`src/rtl/mem_bus_pkg.sv`:
```
// Shared definitions for the memory responder slice.
//   state_t     : responder FSM states (IDLE / WAIT / RESP)
//   DEF_DATA_W  : default data word width
//   DEF_ADDR_W  : default implemented address bits (depth = 2^ADDR_W)
//   REQ_ADDR_W  : width of the request address bus
//   CNT_W       : width of the latency wait counter (LATENCY 0..15)
package mem_bus_pkg;
  localparam int DEF_DATA_W = 16;
  localparam int DEF_ADDR_W = 8;
  localparam int REQ_ADDR_W = 16;
  localparam int CNT_W      = 4;

  typedef enum logic [1:0] {
    IDLE = 2'd0,
    WAIT = 2'd1,
    RESP = 2'd2
  } state_t;
endpackage

```
`src/rtl/spram.sv`:
```
// Single-port synchronous word RAM, block-RAM inferable, no reset.
//   clk  : clock, all access on rising edge
//   we   : write enable (write din at addr)
//   addr : word address
//   din  : write data
//   dout : registered read data, mem[addr] as seen before any same-edge write
module spram #(
  parameter int DATA_W = 16,
  parameter int ADDR_W = 8
) (
  input  logic              clk,
  input  logic              we,
  input  logic [ADDR_W-1:0] addr,
  input  logic [DATA_W-1:0] din,
  output logic [DATA_W-1:0] dout
);
  logic [DATA_W-1:0] mem [2**ADDR_W];

  always_ff @(posedge clk) begin
    if (we) mem[addr] <= din;
    dout <= mem[addr];
  end
endmodule

```
`src/rtl/mem_responder.sv`:
```
// Memory-side responder: accepts one read/write request at a time over a
// valid/ready channel, waits LATENCY cycles, accesses the local RAM and
// returns one response over a valid/ready channel.
//   clk_100, reset         : clock, async active-high reset
//   req_valid/req_ready    : request handshake
//   req_we/addr/wdata      : request payload (1 = write)
//   resp_valid/resp_ready  : response handshake
//   resp_rdata/resp_err    : read data (0 for writes/errors), out-of-range flag
//   busy                   : transaction in flight
module mem_responder
  import mem_bus_pkg::*;
#(
  parameter int DATA_W  = DEF_DATA_W,
  parameter int ADDR_W  = DEF_ADDR_W,
  parameter int LATENCY = 2
) (
  input  logic                  clk_100,
  input  logic                  reset,
  input  logic                  req_valid,
  output logic                  req_ready,
  input  logic                  req_we,
  input  logic [REQ_ADDR_W-1:0] req_addr,
  input  logic [DATA_W-1:0]     req_wdata,
  output logic                  resp_valid,
  input  logic                  resp_ready,
  output logic [DATA_W-1:0]     resp_rdata,
  output logic                  resp_err,
  output logic                  busy
);
  state_t                  state;
  logic [CNT_W-1:0]        cnt;
  logic                    we_q;
  logic [REQ_ADDR_W-1:0]   addr_q;
  logic [DATA_W-1:0]       wdata_q;
  logic                    rd_hit;
  logic                    in_range;
  logic                    access;
  logic                    ram_we;
  logic [DATA_W-1:0]       ram_dout;

  assign in_range = (addr_q >> ADDR_W) == '0;
  assign access   = (state == WAIT) && (cnt == '0);
  // reset forces state to IDLE asynchronously, so an abandoned write never lands
  assign ram_we   = access && we_q && in_range;

  spram #(.DATA_W(DATA_W), .ADDR_W(ADDR_W)) u_ram (
    .clk  (clk_100),
    .we   (ram_we),
    .addr (addr_q[ADDR_W-1:0]),
    .din  (wdata_q),
    .dout (ram_dout)
  );

  // RAM output register captures mem[addr] at the access edge; the address is
  // frozen and no write happens in RESP, so it stays stable. rd_hit masks it
  // to zero for writes, errors and outside RESP.
  assign resp_rdata = rd_hit ? ram_dout : '0;

  always_ff @(posedge clk_100 or posedge reset) begin
    if (reset) begin
      state      <= IDLE;
      cnt        <= '0;
      we_q       <= 1'b0;
      addr_q     <= '0;
      wdata_q    <= '0;
      rd_hit     <= 1'b0;
      req_ready  <= 1'b1;
      resp_valid <= 1'b0;
      resp_err   <= 1'b0;
      busy       <= 1'b0;
    end else begin
      case (state)
        IDLE: begin
          if (req_valid) begin
            we_q      <= req_we;
            addr_q    <= req_addr;
            wdata_q   <= req_wdata;
            cnt       <= CNT_W'(LATENCY);
            state     <= WAIT;
            req_ready <= 1'b0;
            busy      <= 1'b1;
          end
        end
        WAIT: begin
          if (cnt != '0) begin
            cnt <= cnt - CNT_W'(1);
          end else begin
            state      <= RESP;
            resp_valid <= 1'b1;
            resp_err   <= ~in_range;
            rd_hit     <= in_range & ~we_q;
          end
        end
        RESP: begin
          if (resp_ready) begin
            state      <= IDLE;
            resp_valid <= 1'b0;
            resp_err   <= 1'b0;
            rd_hit     <= 1'b0;
            req_ready  <= 1'b1;
            busy       <= 1'b0;
          end
        end
        default: begin
          state      <= IDLE;
          req_ready  <= 1'b1;
          resp_valid <= 1'b0;
          busy       <= 1'b0;
        end
      endcase
    end
  end
endmodule

```
`config.mk`:
```
export PLATFORM = sky130hd
export DESIGN_NAME = mem_responder
export DESIGN_NICKNAME = d
export VERILOG_FILES = /design/src/rtl/mem_bus_pkg.sv /design/src/rtl/spram.sv /design/src/rtl/mem_responder.sv
export SDC_FILE = /design/constraint.sdc
export NUM_CORES = 2
export LEC_CHECK = 0
export CORE_MARGIN = 8
export CORE_UTILIZATION = 30
export CTS_CLUSTER_SIZE = 40
export DETAILED_ROUTE_END_ITERATION = 16
export PLACE_DENSITY_LB_ADDON = 0.1
export SETUP_SLACK_MARGIN = 0.15
export SYNTH_ARGS = -nofsm -noshare
export SYNTH_HDL_FRONTEND = slang
export SYNTH_SLANG_ARGS = --single-unit
```
`constraint.sdc`:
```
create_clock -name clk_100 -period 4.4 [get_ports clk_100]
set_clock_uncertainty 0.1 [all_clocks]
set_input_delay 0.88 -clock clk_100 [delete_from_list [all_inputs] [get_ports clk_100]]
set_output_delay 0.88 -clock clk_100 [all_outputs]
set_load 0.02 [all_outputs]
```
# Yosys cells after proc, flatten, opt, wreduce, memory -nomap -nowiden

Memory sizes are Yosys's and may differ from the RTL's. A register that Yosys moved wholly into a read port is not among the register bits.
Cells that the tools add are included.

Register bits after elaboration: 44
RAM bits: 4096
Output and inout bits: 20
Word-level logic and storage cells: 60
Memories kept: 1

$add $sub $neg: 1
Eq/ne operators: 6
Multiplexer cells: 22
Bitwise logic cells: 5
Reduce and logical (&&, ||, !) cells: 15

Memories:

| name      | words | bits a word | rd ports | clocked after memory_dff | wr ports | RTL line    | text |
|---|---|---|---|---|---|---|---|
| u_ram.mem | 256   | 16          | 1        | 1                        | 1        | spram.sv:17 | `logic [DATA_W-1:0] mem [2**ADDR_W];` |

Operators with widths:

| kind                | number |
|---|---|
| $logic_not 16->1    | 1 |
| $mux 16             | 1 |
| $reduce_and 3->1    | 5 |
| $mux 1              | 9 |
| $pmux 1 s3          | 3 |
| $mux 4              | 2 |
| $pmux 4 s2          | 1 |
| $mux 2              | 3 |
| $ne 2x2->1 const B  | 3 |
| $pmux 2 s3          | 1 |
| $logic_not 4->1     | 1 |
| $not 1->1           | 4 |
| $pmux 1 s2          | 2 |
| $reduce_bool 2->1   | 2 |
| $reduce_bool 4->1   | 1 |
| $sub 4x1->4 const B | 1 |
| $logic_and 1x1->1   | 3 |
| $eq 2x1->1 const B  | 1 |
| $eq 2x2->1 const B  | 1 |
| $logic_not 2->1     | 1 |
| $ne 2x1->1 const B  | 1 |
| $reduce_and 2->1    | 1 |
| $and 1x1->1         | 1 |

# Logic depth before layout (Yosys ltp)

Word-level depth: 6
Depth in mapped cells: 9
Gate-level depth less buffers: 7

# Cells and area by module

From an unflattened synthesis, not the netlist that was laid out.

Cells, all modules: 6879
Area total of the unflattened synthesis: 157345.9 sq um

By module, submodules not included:

| module        | instances | cells an instance | area each (sq um) |
|---|---|---|---|
| spram         | 1         | 6727              | 155399.0 |
| mem_responder | 1         | 152               | 1946.9 |

# Worst setup path before layout

Ideal clock, no wire load.

Path kind: reg-to-reg
Start point: register wdata_q[0]
End point: memory u_ram.mem[0][0], data pin
Library setup time: 0.803 ns
Arrival: 3.181 ns
Data required time: 3.497 ns
Setup slack: 0.316 ns
Cell stages (with the launch flop): 1
Path buffers: 0
Cell sequence: dfrtp_1

RTL lines:

| element                  | RTL line            | text |
|---|---|---|
| start: declaration       | mem_responder.sv:34 | `logic [DATA_W-1:0] wdata_q;` |
| start signal: assignment | mem_responder.sv:77 | `wdata_q <= req_wdata;` |
| end: declaration         | spram.sv:17         |  |

No word-level cell before the write port.

==> summary.md <==
| Metric | Value |
|---|---|
| Vias in the first global route | 79.7k |
| DRT iter0 DRCs | 7665 |
| Top-count cell post-synth | edfxtp_1 |
| Leading area contributor after synthesis | edfxtp_1 |
| Die footprint | 547000 sq um |
| Hold Fails Final Rpt | 0 |
| Async set or reset register ratio after synthesis | 0.0106 |
| Crit Path Class | register to register |
| Max-Cap Viols | 0 |
| Clk sinks | 4156 |
| Post-synth top cells | edfxtp_1, mux4_2, a22oi_1, nor2_1, a21oi_1 |
| GRT overflow | 0 |
| Leakage | 57.2 nW |
| Startpoint class of the critical path | register |
| Critical path endpoint category | register |
| Clk buf depth | 4 |
| Worst-Skew Late Latency | 1.01 ns |
| Post-synth top flop | edfxtp_1 |
| Routed vias | 76.4k |
| Register area share after synthesis | 0.792 |
| Number of synthesized flops with an enable pin | 4096 |
| HP Class | input pin to async pin |
| Post-synthesis register bit count | 4156 |
| Worst slew pin tran | 1.32 ns |
| Num rows | 265 |
| Share of the synthesized area in the top cell type | 0.783 |
| Crit path time final | 4.22 ns |
| Fin crit share | 0.958 |
| RSZ-0062 raised after global routing | no |
| Initial core utilization | 0.301 |
| Placed insts | 14.2k |
| Status | completed |
| Mapped cell area | 157000 sq um |
| Drt first pass iters | 7 |
| Area added between synthesis and finish | 18.8% |
| RD Place Congestion | 0.763 |
| Number of buffers added on ports | 56 |
| Critical Path RT | 5.13 ns |
| Placed inst area | 172000 sq um |
| Chip Width | 739 um |
| Number of CTS-inserted buffers | 462 |
| Nets | 7742 |
| Max Slew Vio Count | 0 |
| Fraction of layout cells with a size suffix above 1 | 0.318 |
| Warnings, synthesis | 0 |
| Root Driver | clkbuf_16 |
| Initial antenna violation count | 50 |
| Synth Instances | 6848 |
| Dpl hpwl | 304000 um |
| H-tree lvl count | 5 |
| Setup-failing EPs final | 0 |
| CTS tree | yes |
| Post-synth cell types | 35 |
| Worst EP arrival | 4.94 ns |
| Die H | 739 um |
| Drt total wl | 497000 um |
| Total GRT Usage | 0.177 |
| DRT antenna net count | 0 |
| Syn nets | 6886 |
| Worst-path clk slew | 0.06 ns |
| Core box area | 521000 sq um |
| Non-filler instance count after layout | 15.0k |
| I/O Pins | 57 |
| Via density | 5.08 |
| Fin area | 187000 sq um |
| Crit path max fanout | 17 |
| VDD IR max | 0.557 mV |
| Avg WL per Cell | 33.0 um |
| Pwr Density | 672 nW/um^2 |
| Largest cells by area after synthesis | edfxtp_1, mux4_2, a22oi_1, a21oi_1, dfrtp_1 |
| Max_slew headroom | 0.118 |
| First-pass GRT wire length | 681000 um |
| Largest net degree at the start of global routing | 165 |
| DRC | 0 |
| Fmax | 237 MHz |
| Synth Area per Inst | 22.9 sq um |
-- registers in the layout (all words and copies together) (netlist names) --
name,count
busy,1
cnt,4
addr_q,16
req_ready,1
u_ram.mem,4096
resp_err,1
wdata_q,16
state,2
we_q,1
resp_valid,1
rd_hit,1
u_ram.dout,16
-- cell usage in the layout (no fill, tap or decap), drive strengths merged, types with 7 or more instances in the layout --
cell           Yosys  layout
dfrtp             43      43
a21oi            259     259
nor2             266     266
mux2              30      30
bufinv             0      14
o41ai             64      64
inv                7      23
clkinv             0     233
clkdlybuf4s50      0      56
clkinvlp           0      10
nand2             35      35
mux4            1024    1024
dfxtp             16      16
and2              19      19
a22oi            512     512
diode              0       8
nand4             17      17
nor2b              8       8
clkbuf           238     578
buf              179     753
nor4               7       7
edfxtp          4096    4096
-- critical path, stage by stage, from the launching register on --
cell and delay, ns:
dfrtp_4 0.43, buf_12 0.18, buf_4 0.20, buf_12 0.25
buf_12 0.23, buf_12 0.21, mux4_2 0.53, a22oi_1 0.24
a21oi_1 0.22, o41ai_2 0.95, buf_4 0.27, nand4_1 0.09
-- power breakdown --
part           switching [mW]  internal [mW]  leakage (nW)
clock                    15.9           20.3          6.85
combinational            24.1           13.5          12.9
sequential               1.91           49.8          37.5
-- worst paths after layout --
path                                    from       endpoint  slack (ns)  depth (start not counted)
worst max-delay path               addr_q[0]  u_ram.dout[5]        0.18                         11
worst min-delay path                   reset     wdata_q[1]        0.22                          2
worst max register to register     addr_q[0]  u_ram.dout[5]        0.18                         11
worst min register to register        cnt[0]         cnt[0]        0.39                          1
max in group asynchronous              reset      req_ready        3.16                          3
min in group clk_100            req_wdata[3]     wdata_q[3]        0.39                          2
-- metal layers --
| layer | vias up | share of wire | global-route usage |
|---|---|---|---|
| met2 | 2056 | 0.48 | 0.293 |
| met5 | - | 0.000068 | 0 |
| li1 | 31250 | - | - |
| met4 | 4 | 0.019 | 0.0339 |
| met3 | 554 | 0.048 | 0.0215 |
| met1 | 42502 | 0.45 | 0.252 |
-- logic make-up after synthesis --
kind of cell               count (synthesis)  share of synthesized area
buffers and inverters                    424                     0.0119
muxes                                   1055                      0.149
and+or+nand+nor                          367                    0.00987
AOI/OAI and AO/OA                        843                     0.0366
xor gates and xnor gates                   2                   0.000112
adders and majority gates                  1                  0.0000797
DFF                                     4156                      0.792
-- area by class of cell --
type	instances	area [sq um]
Fill cell	48084	335000
Sequential cell	4156	124000
Tap cell	6942	8690
Multi-Input combinational cell	2268	31500
Timing Repair Buffer	809	7850
Clock inverter	273	1830
Clock buffer	578	12200
Antenna cell	8	20.0
Inverter	7	26.3
-- what timing repair did --
item	in CTS	in global routing
hold endpoints to repair	0	0
buffers inserted	11	0
setup endpoints to repair	15	1
pin swaps	1	0
gates resized for setup	9	1
hold buffers	0	0
-- metrics by stage --
step | setup TNS, ns | total power [mW] | hold WS, ns | setup slack [ns] | utilization
after global placement | -6.12 | 90.4 | 0.391 | -0.850 | 0.330
after floorplan | 0 | 71.9 | 0.340 | 0.316 | -
after global routing | 0 | 130 | 0.188 | 0.159 | 0.358
final | 0 | 125 | 0.218 | 0.183 | 0.358
after CTS | 0 | 128 | 0.117 | 0.187 | 0.358
after detailed placement | -3.60 | 91.1 | 0.392 | -0.532 | 0.331
Power figures use the tool's default switching activity.
